$ cat src/rtl/mspu_pkg.sv
// mspu_pkg
//   Shared definitions for the stream-core allocator and its helpers.
//   CORE_ID_W(cores) : width of a core index for a given core count.
//   GRANT_COUNT_W    : width of the running grant counter.
package mspu_pkg;

  localparam int GRANT_COUNT_W = 32;

  // Core counts are at least 2, so this is always at least 1 bit wide.
  function automatic int CORE_ID_W(input int cores);
    return (cores <= 2) ? 1 : $clog2(cores);
  endfunction

endpackage

$ cat src/rtl/stream_core_allocator_rr_idle_picker.sv
// rr_idle_picker
//   Purely combinational rotating first-set search. It returns the first
//   set bit of cand, searching upward from rr_ptr and wrapping CORES-1 -> 0.
//   Ports:
//     cand   in  CORES      candidate vector
//     rr_ptr in  CORE_ID_W  search start position (always < CORES)
//     found  out 1          cand has at least one set bit
//     index  out CORE_ID_W  first set position at or after rr_ptr; 0 if none
module rr_idle_picker
  import mspu_pkg::*;
#(
  parameter int CORES = 4
) (
  input  logic [CORES-1:0]            cand,
  input  logic [CORE_ID_W(CORES)-1:0] rr_ptr,
  output logic                        found,
  output logic [CORE_ID_W(CORES)-1:0] index
);

  localparam int IW = CORE_ID_W(CORES);
  localparam logic [IW:0] CORES_N = (IW+1)'(CORES);

  logic [IW:0] pos;

  // Walk offsets from the farthest to the nearest so the nearest hit is
  // the last one written and therefore wins.
  always_comb begin
    found = |cand;
    index = '0;
    pos   = '0;
    for (int k = CORES - 1; k >= 0; k--) begin
      pos = {1'b0, rr_ptr} + (IW+1)'(k);
      if (pos >= CORES_N) pos = pos - CORES_N;
      if (cand[pos[IW-1:0]]) index = pos[IW-1:0];
    end
  end

endmodule

$ cat src/rtl/stream_core_allocator.sv
// stream_core_allocator
//   Tracks which processing cores are busy with a stream job and offers one
//   idle, enabled core at a time to the stream parser, round-robin.
//
//   Handshake: core_valid/core_id is a combinational offer derived only from
//   registered state and core_enable. The parser commits by pulsing
//   grant_valid with grant_id for one cycle; an accepted commit takes effect
//   on the next rising edge (core marked busy, offer moves on). grant_valid
//   does not wait on core_valid: a commit to a busy, disabled or
//   out-of-range core is refused and raises err_grant_busy.
//
//   Ports:
//     clk, reset        clock, synchronous active-high reset
//     core_enable       per-core enable; disabled cores are never offered
//     core_done         per-core one-cycle pulse: job finished, release core
//     core_valid        an idle enabled core is offered
//     core_id           offered core index (0 when nothing offered)
//     grant_valid       parser committed a packet to grant_id
//     grant_id          committed core index
//     busy_mask         registered occupancy vector
//     idle_count        number of enabled, non-busy cores
//     grant_count       accepted grants, wraps modulo 2^32
//     err_grant_busy    sticky: refused grant
//     err_done_idle     sticky: core_done on a core that was not busy
module stream_core_allocator
  import mspu_pkg::*;
#(
  parameter int CORES = 4
) (
  input  logic                        clk,
  input  logic                        reset,
  input  logic [CORES-1:0]            core_enable,
  input  logic [CORES-1:0]            core_done,
  output logic                        core_valid,
  output logic [CORE_ID_W(CORES)-1:0] core_id,
  input  logic                        grant_valid,
  input  logic [CORE_ID_W(CORES)-1:0] grant_id,
  output logic [CORES-1:0]            busy_mask,
  output logic [CORE_ID_W(CORES):0]   idle_count,
  output logic [GRANT_COUNT_W-1:0]    grant_count,
  output logic                        err_grant_busy,
  output logic                        err_done_idle
);

  localparam int IW = CORE_ID_W(CORES);
  localparam logic [IW:0]   CORES_N = (IW+1)'(CORES);
  localparam logic [IW-1:0] LAST_ID = IW'(CORES - 1);

  logic [CORES-1:0]         busy_mask_q;
  logic [IW-1:0]            rr_ptr_q;
  logic [GRANT_COUNT_W-1:0] grant_count_q;
  logic                     err_grant_busy_q;
  logic                     err_done_idle_q;

  logic [CORES-1:0] cand;
  logic [CORES-1:0] grant_onehot;
  logic [CORES-1:0] busy_released;
  logic             grant_in_range;
  logic             grant_ok;
  logic             grant_bad;
  logic             done_bad;
  logic [IW-1:0]    rr_next;

  // Offer side: registers and core_enable only.
  assign cand = core_enable & ~busy_mask_q;

  rr_idle_picker #(
    .CORES (CORES)
  ) u_picker (
    .cand   (cand),
    .rr_ptr (rr_ptr_q),
    .found  (core_valid),
    .index  (core_id)
  );

  always_comb begin
    idle_count = '0;
    for (int i = 0; i < CORES; i++) idle_count = idle_count + (IW+1)'(cand[i]);
  end

  // Update side. Releases are applied before the grant is judged, so a core
  // finishing this very cycle can be re-granted without an error.
  assign grant_in_range = ({1'b0, grant_id} < CORES_N);
  assign grant_onehot   = grant_in_range ? ({{(CORES-1){1'b0}}, 1'b1} << grant_id) : '0;
  assign busy_released  = busy_mask_q & ~core_done;
  assign grant_ok       = grant_valid & (|(grant_onehot & core_enable & ~busy_released));
  assign grant_bad      = grant_valid & ~grant_ok;
  assign done_bad       = |(core_done & ~busy_mask_q);
  assign rr_next        = (grant_id == LAST_ID) ? '0 : grant_id + IW'(1);

  always_ff @(posedge clk) begin
    if (reset) begin
      busy_mask_q      <= '0;
      rr_ptr_q         <= '0;
      grant_count_q    <= '0;
      err_grant_busy_q <= 1'b0;
      err_done_idle_q  <= 1'b0;
    end else begin
      busy_mask_q <= busy_released | (grant_ok ? grant_onehot : '0);
      if (grant_ok) begin
        rr_ptr_q      <= rr_next;
        grant_count_q <= grant_count_q + 32'd1;
      end
      if (grant_bad) err_grant_busy_q <= 1'b1;
      if (done_bad)  err_done_idle_q  <= 1'b1;
    end
  end

  assign busy_mask      = busy_mask_q;
  assign grant_count    = grant_count_q;
  assign err_grant_busy = err_grant_busy_q;
  assign err_done_idle  = err_done_idle_q;

endmodule

$ cat config.mk
export PLATFORM = sky130hd
export DESIGN_NAME = stream_core_allocator
export DESIGN_NICKNAME = d
export VERILOG_FILES = /design/src/rtl/mspu_pkg.sv /design/src/rtl/stream_core_allocator_rr_idle_picker.sv /design/src/rtl/stream_core_allocator.sv
export SDC_FILE = /design/constraint.sdc
export NUM_CORES = 1
export LEC_CHECK = 0
export CELL_PAD_IN_SITES_DETAIL_PLACEMENT = 1
export CELL_PAD_IN_SITES_GLOBAL_PLACEMENT = 2
export CORE_MARGIN = 2
export CORE_UTILIZATION = 29
export DETAILED_ROUTE_END_ITERATION = 8
export PLACE_DENSITY_LB_ADDON = 0.05
export REMOVE_ABC_BUFFERS = 1
export SLEW_MARGIN = 20
export SYNTH_ARGS = -nofsm -noshare
export SYNTH_HDL_FRONTEND = slang
export SYNTH_SLANG_ARGS = --single-unit
export TNS_END_PERCENT = 30
$ cat constraint.sdc
create_clock -name clk -period 3.65 [get_ports clk]
set_clock_uncertainty 0.15 [all_clocks]
set_input_delay 0.73 -clock clk [delete_from_list [all_inputs] [get_ports clk]]
set_output_delay 0.73 -clock clk [all_outputs]
set_load 0.005 [all_outputs]
==> results of run 1 <==
-- per-layer routing --
layer / GRT usage / up-vias
met4: 0.04071 / 0
met3: 0.02742 / 4
li1: - / 1061
met1: 0.2216 / 980
met5: 0 / -
met2: 0.2400 / 34
-- repair_timing --
action | 4_1_cts | 5_1_grt
gates resized for setup | 1 | 1
setup buffers | 0 | 0
setup endpoints to repair | 1 | 1
-- state kept, by name, indices dropped and copies added (netlist names) --
register,cells
grant_count,32
busy_mask,4
err_grant_busy,1
rr_ptr_q,2
err_done_idle,1
-- final cells by class --
cell class	instances	area share
Clock buffer	6	0.02818
Clock inverter	2	0.003416
Inverter	18	0.02306
Multi-Input combinational cell	195	0.4125
Sequential cell	40	0.2733
Tap cell	99	0.04227
Timing Repair Buffer	66	0.2173
-- cells by family (layout without fill, tap and decap cells) --
kind of cell / count (synthesis) / count (layout) / synth area share
adders and majority gates: 9 / 9 / 0.05651
DFF: 40 / 40 / 0.3767
muxes: 2 / 2 / 0.01059
and+or+nand+nor: 104 / 104 / 0.2655
xor gates and xnor gates: 9 / 9 / 0.03708
AOI/OAI and AO/OA: 71 / 71 / 0.1989
buffers and inverters: 28 / 92 / 0.05473
-- worst paths after layout --
path,slack (ns),to,startpoint,cells after the start
max,0.10,idle_count[0],core_enable[0],6
min,0.33,grant_count[31],grant_count[31],2
max reg2reg,1.33,grant_count[31],grant_count[14],5
min reg2reg,0.33,grant_count[31],grant_count[31],2
-- power breakdown --
group          switching [mW]  internal [mW]  total (mW)  leakage [nW]
Sequential            0.00499          0.442       0.447         0.323
Combinational          0.0506         0.0548       0.105         0.650
Clock                   0.164          0.151       0.315        0.0510
-- metrics by stage --
stage	area [um2]	utilization	hold slack, ns	total power [mW]	setup WS [ns]
after floorplan	2077	-	0.3065	0.4963	0.8801
after global routing	2930	0.4084	0.3661	0.9137	0.01921
after detailed placement	2836	0.3953	0.3277	0.5660	-0.09340
final	2930	0.4084	0.3322	0.8674	0.1024
after CTS	2928	0.4080	0.3437	0.8819	0.05771
after global placement	2836	0.3953	0.3097	0.5660	-0.07064
-- worst reg2reg max path, delay by kind of cell (launching register included) --
family / cells / cell delay [ns]
and+or+nand+nor: 4 / 1.52
DFF: 1 / 0.43
AOI/OAI and AO/OA: 1 / 0.14
-- layout by cell type, fill, tap and decap left out, types with 3 or more instances in the layout --
cell,n
clkbuf_8,6
o22ai_1,3
nor2_1,24
or3_1,16
buf_4,10
o21ai_0,18
nor3_1,4
a31oi_1,4
xor2_1,7
nor2b_1,6
ha_1,8
o2111ai_1,3
nand4_1,3
or4_1,5
clkdlybuf4s50_1,54
nand2_1,26
o31ai_1,5
dfxtp_1,40
nand3_1,8
o211ai_1,3
a21oi_1,28
inv_1,18
==> results.ini, run 1 <==
[run_status]
status=complete, no violations

[yosys]
synth_top_area_cell=dfxtp_1
syn_area_um2=2126
ys_ff_latch=40
yosysUniqueCellTypes=39
yosysTopAreaCellShare=0.3767
synth.area.top_cells=dfxtp_1 38%, a21oi_1 6.6%, ha_1 4.7%
netlist_top_cells_count=40 x dfxtp_1, 28 x a21oi_1, 26 x nand2_1
synth_seq_area_share=0.3767
yosys_warnings=0
synth-main-ff-cell=dfxtp_1
postSynthCellCount=263
async_flop_share=0
syn_area_per_cell_um2=8.083
synth_edf_count=0
yosysMostFrequentCell=dfxtp_1

[routing]
top_layer=met4
dr.first_iter.drc_count=54
met3_length_um=148
wl_met1_um=3068
post-route-drc-count=0
drt_pass1_iterations=6
postRouteAntennaNets=0
wl_per_cell_um=13.97
via_per_inst=4.880
vias=2079
drt_wl_total_um=5951
wl_met2_um=2673

[floorplanning]
die_w_um=89.62
ios=57
die_y_um=89.62
core_region_area_um2=7176
rows=31
start_util=0.2963
die_area_um2=8031

[pwr]
p_per_area_nw_per_um2=296.0
cellLeakagePower_nw=1.024
ir_drop_mv=0.1861

[job]
drv_cap=0

[clock_network]
insertion_delay_ns=0.29
cts.hold.buffers_added=0
clockBufferDepth=2
cts_tree=done
clockRootBuffer=clkbuf_8
htreeDepth=2
cts_made_buffers=5
clkTransAtPathRegs_ns=0.08
cts.sinks=40

[setup_path]
crit_top_cell=clkdlybuf4s50_1
critical_path_buf_inv_count=3
path_class=in2out
critPathMaxFanout=2
cp-end-kind=output port
cp.arrival_ns=2.67
crit_path_start_kind=input pin
path_cells=clkdlybuf4s50_1, nand2b_1, fa_1, inv_1, ha_1, clkdlybuf4s50_1
crit_required_ns=2.77
cp_top_family=buffers and inverters
cp_slowest_cell=fa_1
cp_slowest_stage_delay_ns=0.54

[sta]
fin_tns_setup_ns=0
fin_crit_ns=3.548
hold_viol_final=0
rsz0062_at_grt=false
worst_pin_slew_ns=0.8185
fin_crit_sh=0.9719
finalSetupViolCount=0
slew_headroom=0.4526
drv_slew=0
fmax_mhz=281.9

[global_route]
grt_pass1_vias=2004
grt.total_usage=0.1547
grt_antenna_before_repair=0
overflow=0
grt_max_degree=22
grt_pass1_wl_um=9763

[layout]
insertedDiodeCount=0
drive_gt1_frac=0.08563
num-fill-cells=878
multi_input_area_um2=1209
syn_to_final_growth_pct=37.85
finish.net_count=348
instances_no_fill=426
seq_area_um2=800.8

[placed_design]
dp.cells=418
place_congestion=0.7753
numPortBuffers=56
hpwl_um=4533

[hold_path]
hold_class=reg2reg

Note: power is estimated with default switching activity, not from simulation.
==> run 2: changes to the inputs <==
--- a/config.mk
+++ b/config.mk
@@ -12,7 +12,6 @@
 export DETAILED_ROUTE_END_ITERATION = 8
 export PLACE_DENSITY_LB_ADDON = 0.05
 export REMOVE_ABC_BUFFERS = 1
-export SLEW_MARGIN = 20
 export SYNTH_ARGS = -nofsm -noshare
 export SYNTH_HDL_FRONTEND = slang
 export SYNTH_SLANG_ARGS = --single-unit
==> results of run 2 <==
No change in the layout: final DEF, timing and power equal those of run 1.
==> run 3: changes to the inputs <==
--- a/config.mk
+++ b/config.mk
@@ -12,6 +12,7 @@
 export DETAILED_ROUTE_END_ITERATION = 8
 export PLACE_DENSITY_LB_ADDON = 0.05
 export REMOVE_ABC_BUFFERS = 1
+export SLEW_MARGIN = 10
 export SYNTH_ARGS = -nofsm -noshare
 export SYNTH_HDL_FRONTEND = slang
 export SYNTH_SLANG_ARGS = --single-unit
==> results of run 3 <==
No change in the layout: final DEF, timing and power equal those of run 1.
